### src/rtl/audio_dac_serializer.sv
// I2S transmit serializer: parallel stereo samples in, BCLK/LRCK/DACDAT out.
// One-deep holding register decouples the producer; an empty hold at frame start repeats the last pair.
module audio_dac_serializer #(
  parameter int SAMPLE_WIDTH = 16,
  parameter int BCLK_DIV     = 4,
  parameter int SLOT_BITS    = 32
) (
  input  logic                    clock,
  input  logic                    reset,
  input  logic [SAMPLE_WIDTH-1:0] left_sample,
  input  logic [SAMPLE_WIDTH-1:0] right_sample,
  input  logic                    sample_valid,
  output logic                    sample_ready,
  output logic                    bclk,
  output logic                    lrck,
  output logic                    dacdat,
  output logic                    sample_tick,
  output logic                    underrun
);

  localparam int DW = (BCLK_DIV > 1) ? $clog2(BCLK_DIV) : 1;
  localparam int PW = $clog2(2 * SLOT_BITS);
  localparam int IW = (SAMPLE_WIDTH > 1) ? $clog2(SAMPLE_WIDTH) : 1;

  typedef enum logic {IDLE, RUN} state_t;

  state_t                    state, state_nxt;
  logic [DW-1:0]             div_cnt;
  logic [PW-1:0]             p_cnt, p_nxt, slot_pos;
  logic [2*SAMPLE_WIDTH-1:0] hold;
  logic                      hold_full, hold_full_nxt;
  logic [SAMPLE_WIDTH-1:0]   shift_l, shift_r, chan;
  logic [IW-1:0]             bit_idx;
  logic                      tick, accept, frame_start, enter_run;
  logic                      div_wrap, fall_evt, lrck_nxt, dat_nxt;

  always_ff @(posedge clock) begin
    if (reset) state <= IDLE;
    else       state <= state_nxt;
  end

  always_comb begin
    state_nxt     = state;
    enter_run     = 1'b0;
    case (state)
      IDLE: if (hold_full) begin
        state_nxt = RUN;
        enter_run = 1'b1;
      end
      RUN:     state_nxt = RUN;
      default: state_nxt = IDLE;
    endcase

    frame_start   = (state == RUN) && tick;
    accept        = sample_valid && sample_ready;
    hold_full_nxt = hold_full;
    if (frame_start && hold_full) hold_full_nxt = 1'b0;
    if (accept)                   hold_full_nxt = 1'b1;

    div_wrap = (state == RUN) && (div_cnt == DW'(BCLK_DIV - 1));
    fall_evt = div_wrap && bclk;

    // Everything below describes the frame position that the next falling event enters.
    p_nxt    = (p_cnt == PW'(2 * SLOT_BITS - 1)) ? '0 : p_cnt + 1'b1;
    lrck_nxt = (p_nxt >= PW'(SLOT_BITS));
    slot_pos = lrck_nxt ? p_nxt - PW'(SLOT_BITS) : p_nxt;
    chan     = lrck_nxt ? shift_r : shift_l;
    bit_idx  = IW'(SAMPLE_WIDTH - 1) - IW'(slot_pos - 1'b1);
    dat_nxt  = (slot_pos != '0 && slot_pos <= PW'(SAMPLE_WIDTH)) ? chan[bit_idx] : 1'b0;
  end

  always_ff @(posedge clock) begin
    if (reset) begin
      div_cnt      <= '0;
      p_cnt        <= '0;
      bclk         <= 1'b0;
      lrck         <= 1'b0;
      dacdat       <= 1'b0;
      tick         <= 1'b0;
      hold         <= '0;
      hold_full    <= 1'b0;
      sample_ready <= 1'b0;
      shift_l      <= '0;
      shift_r      <= '0;
    end else begin
      hold_full    <= hold_full_nxt;
      sample_ready <= !hold_full_nxt;
      tick         <= enter_run || (fall_evt && p_nxt == '0);
      if (accept) hold <= {left_sample, right_sample};
      if (frame_start && hold_full) {shift_l, shift_r} <= hold;
      if (state == RUN) begin
        if (div_wrap) begin
          div_cnt <= '0;
          bclk    <= ~bclk;
          if (bclk) begin
            p_cnt  <= p_nxt;
            lrck   <= lrck_nxt;
            dacdat <= dat_nxt;
          end
        end else begin
          div_cnt <= div_cnt + 1'b1;
        end
      end
    end
  end

  assign sample_tick = tick;
  assign underrun    = frame_start && !hold_full;

endmodule

### config.mk
export PLATFORM = sky130hd
export DESIGN_NAME = audio_dac_serializer
export DESIGN_NICKNAME = d
export VERILOG_FILES = /design/src/rtl/audio_dac_serializer.sv
export SDC_FILE = /design/constraint.sdc
export NUM_CORES = 1
export LEC_CHECK = 0
export BUFFER_PORTS_ARGS = -buffer_cell sky130_fd_sc_hd__buf_4
export CORE_ASPECT_RATIO = 0.6
export CORE_MARGIN = 4
export CORE_UTILIZATION = 26
export CTS_CLUSTER_DIAMETER = 30
export DETAILED_ROUTE_END_ITERATION = 12
export SYNTH_ARGS = -nofsm -noshare
export SYNTH_HDL_FRONTEND = slang
export SYNTH_SLANG_ARGS = --single-unit
### constraint.sdc
create_clock -name clock -period 6.8 [get_ports clock]
set_input_delay 0.34 -clock clock [delete_from_list [all_inputs] [get_ports clock]]
set_output_delay 0.34 -clock clock [all_outputs]
set_load 0.05 [all_outputs]
* After elaboration in Yosys (flattened, before gate mapping) *
Cells that the tools add are included.

storage, ports and cells
  register bits = 79
  word-level logic and storage cells = 51

operators by class
  $lt $le $gt $ge = 3
  bitwise gates (word level) = 2
  $add $sub $neg = 5
  muxes and demuxes = 12
  equality and inequality tests = 2
  reduce and logical (&&, ||, !) cells = 15

operators by type and width
  cell                                                                   number
  16-bit two-way mux                                                     1
  6-bit two-way mux                                                      2
  1-bit logical AND                                                      8
  6-bit by 1-bit adder with 6-bit output, second input constant          1
  6-bit == test, second input constant                                   1
  6-bit greater-or-equal comparator, second input constant               1
  6-bit by 5-bit <= comparator with 1-bit output, second input constant  1
  6-bit zero test                                                        1
  1-bit two-way mux                                                      6
  6-bit nonzero test                                                     1
  6-bit subtractor, second input constant                                1
  4-bit by 5-bit < comparator with 1-bit output, second input constant   1
  1-bit binary-select mux with 4-bit select                              1
  4-bit by 1-bit subtractor with 4-bit output, second input constant     1
  4-bit subtractor, first input constant                                 1
  3-bit AND reduction                                                    1
  2-bit by 1-bit adder with 2-bit output, second input constant          1
  2-bit == test, second input constant                                   1
  1-bit zero test                                                        2
  2-bit two-way mux                                                      1
  1-bit inverter                                                         2
  1-bit case mux with 2 select lines                                     1
  2-bit AND reduction                                                    1
  1-bit logical OR                                                       1

* Depth between registers and ports, before layout *
  depth after elaboration = 9
  gate-level depth with buffers = 11
  depth with buffers taken out = 9

* Least setup slack after synthesis *
Ideal clock, no wire load.

  path type = register to register
  from = reg p_cnt[0]
  to = reg dacdat
  stages on the path, launching flop included = 12
  slack = 4.581 ns
  buffers on the path = 2
  library setup time = 0.127 ns
  arrival = 2.092 ns
  data required time = 6.673 ns
  path through = dfxtp_1 > ha_1 > and2_1 > buf_6 > a21oi_2 > buf_6 > mux2i_1 > mux2i_1 > o2111ai_1 > o211ai_1 > nor3_1 > o41ai_2

between the ends
  longest elaborated chain between the ends = 9
  elaborated cells on any way between the ends = 15
  those cells by class = add/sub (4); order compare (2); eq/ne (1); mux (6); reduce/logical (2)

ends and longest elaborated chain
  item                                                                            line    RTL
  start, declared                                                                 29      logic [PW-1:0] p_cnt, p_nxt, slot_pos;
  start signal, assigned                                                          96      p_cnt <= p_nxt;
  6-bit by 1-bit adder with 6-bit output / 6-bit == test (equally long branches)  64      p_nxt = (p_cnt == PW'(2 * SLOT_BITS - 1)) ? '0 : p_cnt + 1'b1;
  6-bit two-way mux *                                                             64
  6-bit subtractor / 6-bit greater-or-equal comparator (equally long branches)    66, 65
  6-bit two-way mux                                                               66      slot_pos = lrck_nxt ? p_nxt - PW'(SLOT_BITS) : p_nxt;
  4-bit by 1-bit subtractor with 4-bit output                                     68      bit_idx = IW'(SAMPLE_WIDTH - 1) - IW'(slot_pos - 1'b1);
  4-bit subtractor                                                                68
  1-bit binary-select mux with 4-bit select                                       69      dat_nxt = (slot_pos != '0 && slot_pos <= PW'(SAMPLE_WIDTH)) ? chan[bit_idx] : 1'b0;
  1-bit two-way mux (not written as such)                                         69
  1-bit two-way mux *                                                             69
  end signal, assigned                                                            98      dacdat <= dat_nxt;
  end, declared                                                                   16      output logic dacdat,

Mark *: on every way between the ends. The rest lies on a longest branch, timed or not. The select of a mux whose other input is x is not followed.
A chain may end at the register's enable or synchronous reset.

* Worst setup path after layout *
Ends and elaborated chain as after synthesis.

==> impl_metrics.csv <==
group,metric,value,unit
outcome,outcome,"finished clean",
timing,setup_viol,0,
setup_path,slowest_stage,"a21oi_2",
logic_synthesis,ys.flop_type,"dfxtp_1",
logic_synthesis,yosys.area.top_type,"dfxtp_1",
clock_network,cts_resized,0,
setup_path,path_cells,"ha_1 > and2_1 > a21oi_2 > mux2_2 > a211oi_1 > nor4b_2 > nor3_1 > o41ai_2",
power,leakage,1.48,nW
min_path,hp-start,"left_sample[10]",
drt,viasPerCell,4.61,
timing,fin_crit_sh,0.423,
power,p_int,0.000831,W
power,p_comb_frac,0.048,
timing,tns,0,ns
clock_network,cts-hold-fix-buffers,0,
die,core_area,0.0124,mm2
logic_synthesis,ys_types,45,
logic_synthesis,synth_edf_count,0,
logic_synthesis,netlist_top_cells_count,"nand2_1, dfxtp_1, a21oi_1, clkbuf_1, mux2i_1",
power,vdd_ir_drop_max,102,uV
die,die_w,155,um
timing,clock_skew,0.00752,ns
setup_path,setup.worst_path.class,"register to register",
die,start_util,0.273,
setup_path,r2r_slack,3.92,ns
clock_network,cts.sinks,79,
grt,grt_overflow,0,
drt,num_vias,2869,
setup_path,crit_required,6.99,ns
setup_path,r2r_cells,8,
layout,regArea,0.00158,mm2
drt,post-route-drc-count,0,
grt,grt_max_degree,80,
logic_synthesis,synth_top_area_frac,0.467,
logic_synthesis,syn_inst,430,
setup_path,cp.arrival,3.07,ns
min_path,holdPathEnd,"hold[26]",
logic_synthesis,syn_area_per_cell,7.88,um2
clock_network,h-tree-depth,3,
setup_path,rr_startpoint,"p_cnt[0]",
place,globalplace.congestion,0.897,
power,sw_frac_of_total,0.212,
clock_network,clock_path_buffers,2,
setup_path,worst_setup_path_start_kind,"register",
layout,fin_nets,490,
clock_network,cts_setup_buffers,0,
power,power_frac_seq,0.457,
grt,antenna_found_initial,0,
place,detailed_place.area,0.00377,mm2
setup_path,cp-end-kind,"register",
drt,totalWireLength,8160,um
layout,antennaDiodeCount,0,
drt,drt_first_iter_violations,187,
timing,worst_pin_slew,1.15,ns
timing,relSlewSlack,0.230,
layout,drive_gt1_frac,0.153,
place,portBuffers,40,
layout,nFillCells,1357,
logic_synthesis,synth_fp_nets,467,
layout,multi_input_area,0.00165,mm2
power,net-switching-power,0.000223,W
die,die_h,96.4,um
clock_network,cts_root_buffer,"clkbuf_16",
drt,ant_nets,0,
logic_synthesis,yosysSeqAreaShare,0.467,
clock_network,clkTransAtPathRegs,0.06,ns
logic_synthesis,netlist_area,0.00339,mm2
clock_network,cts_tree,"built",
drt,drtPass1Iterations,4,
die,placementRows,31,
logic_synthesis,yosysWarnings,0,
setup_path,worstReg2RegEnd,"dacdat",
clock_network,numCtsBuffers,9,
timing,hold_viol,0,
layout,area_growth_syn_to_layout,20.8,%
grt,grt_pass1_vias,2715,
place,dp_hpwl,5900,um
job,drv_cap,0,
layout,stdcell_area,0.00409,mm2
timing,period_minus_slack,2.88,ns
timing,rsz0062_at_grt,"no",
drt,routedWlPerCell,13.1,um
power,clkPwrFrac,0.494,
timing,timing.final.max_slew_violations,0,
grt,grt_pass1_wl,13900,um
setup_path,worstPathMaxFanout,13,
die,dieArea,0.0150,mm2
min_path,hold_depth,3,
logic_synthesis,synth_most_common_cell,"nand2_1",
min_path,hold_class,"primary input to register",
grt,grt_use_total,0.117,
timing,max_freq,348,MHz
setup_path,slowest_delay,0.67,ns
power,power.density,257,mW/mm2
logic_synthesis,synth-seq-cells,79,
logic_synthesis,async_flop_share,0,
logic_synthesis,ys_top_cells_by_area,"dfxtp_1, nand2_1, a21oi_1, mux2i_1, clkbuf_1",
die,ioPinCount,41,
clock_network,clkLatencyLatePin,0.33,ns
==> flip-flops by register name, indices dropped and copies added, names as in the netlist <==
name and cells:
shift_r 16, sample_tick 1, hold 32, p_cnt 6, lrck 1, div_cnt 2
bclk 1, dacdat 1, shift_l 16, sample_ready 1, hold_full 1, state 1
==> worst max-delay path by stage <==
stage          depth (start not counted)  slack [ns]  startpoint  endpoint
2_1_floorplan                         11        4.58    p_cnt[0]    dacdat
3_3_place_gp                           8        4.01    p_cnt[0]    dacdat
3_5_place_dp                           8        3.91    p_cnt[0]    dacdat
4_1_cts                                8        3.90    p_cnt[0]    dacdat
5_1_grt                                8        3.77    p_cnt[0]    dacdat
6_report                               8        3.92    p_cnt[0]    dacdat
==> worst max-delay path: cells and delay by family (launching register included) <==
| family | cells | cell delay, ns |
|---|---|---|
| AOI/OAI and AO/OA | 3 | 1.09 |
| DFF | 1 | 0.38 |
| adders and majority gates | 1 | 0.29 |
| and+or+nand+nor | 3 | 0.57 |
| muxes | 1 | 0.41 |
==> through the flow <==
stage               hold WS [ns]  utilization  total power [W]  cells  setup slack (ns)
CTS                        0.238        0.330          0.00107    623              3.90
global route               0.246        0.330          0.00110    623              3.77
floorplan                  0.432            -         0.000520    430              4.58
global placement           0.442        0.304         0.000543    607              4.01
detailed placement         0.446        0.304         0.000544    607              3.91
finish                     0.252        0.330          0.00105    623              3.92
==> cell usage in the layout (no fill, tap or decap), drive strengths merged, types with 3 or more instances in the layout <==
cell	instances
nand2	147
dfxtp	79
a21oi	77
buf	41
mux2i	15
nor2	14
clkbuf	12
nand3	8
a31oi	6
and3	6
o21ai	6
nor3	4
a21boi	4
and2	4
nor2b	3
xnor2	3
bufinv	3
==> power groups by stage <==
stage               clock [W]  sequential, W  combinational, W
global route         0.000559       0.000483         0.0000583
global placement            0       0.000492         0.0000511
CTS                  0.000534       0.000482         0.0000522
detailed placement          0       0.000492         0.0000521
finish               0.000521       0.000482         0.0000511
floorplan                   0       0.000492         0.0000283
==> logic make-up after synthesis <==
| kind of cell | Yosys count | synth area share |
|---|---|---|
| buffers and inverters | 31 | 0.0454 |
| DFF | 79 | 0.467 |
| muxes | 17 | 0.0510 |
| and+or+nand+nor | 191 | 0.240 |
| xor gates and xnor gates | 5 | 0.0129 |
| adders and majority gates | 2 | 0.00738 |
| AOI/OAI and AO/OA | 105 | 0.177 |
==> area by class of cell <==
type,count,area share
inverters,2,0.00520
well taps,165,0.0504
flip-flops and latches,79,0.386
multi-input cells,320,0.404
clock buffers,12,0.0602
clock inverters,4,0.0189
repair buffers,41,0.0752
==> routing by layer <==
| layer | vias to the layer above | track usage | part of all wire |
|---|---|---|---|
| li1 | 1496 | - | - |
| met1 | 1309 | 0.182 | 0.55 |
| met2 | 55 | 0.150 | 0.37 |
| met3 | 9 | 0.0405 | 0.065 |
| met4 | 0 | 0.0262 | 0.0076 |
| met5 | - | 0 | 0 |
(Power assumes the default switching activity.)
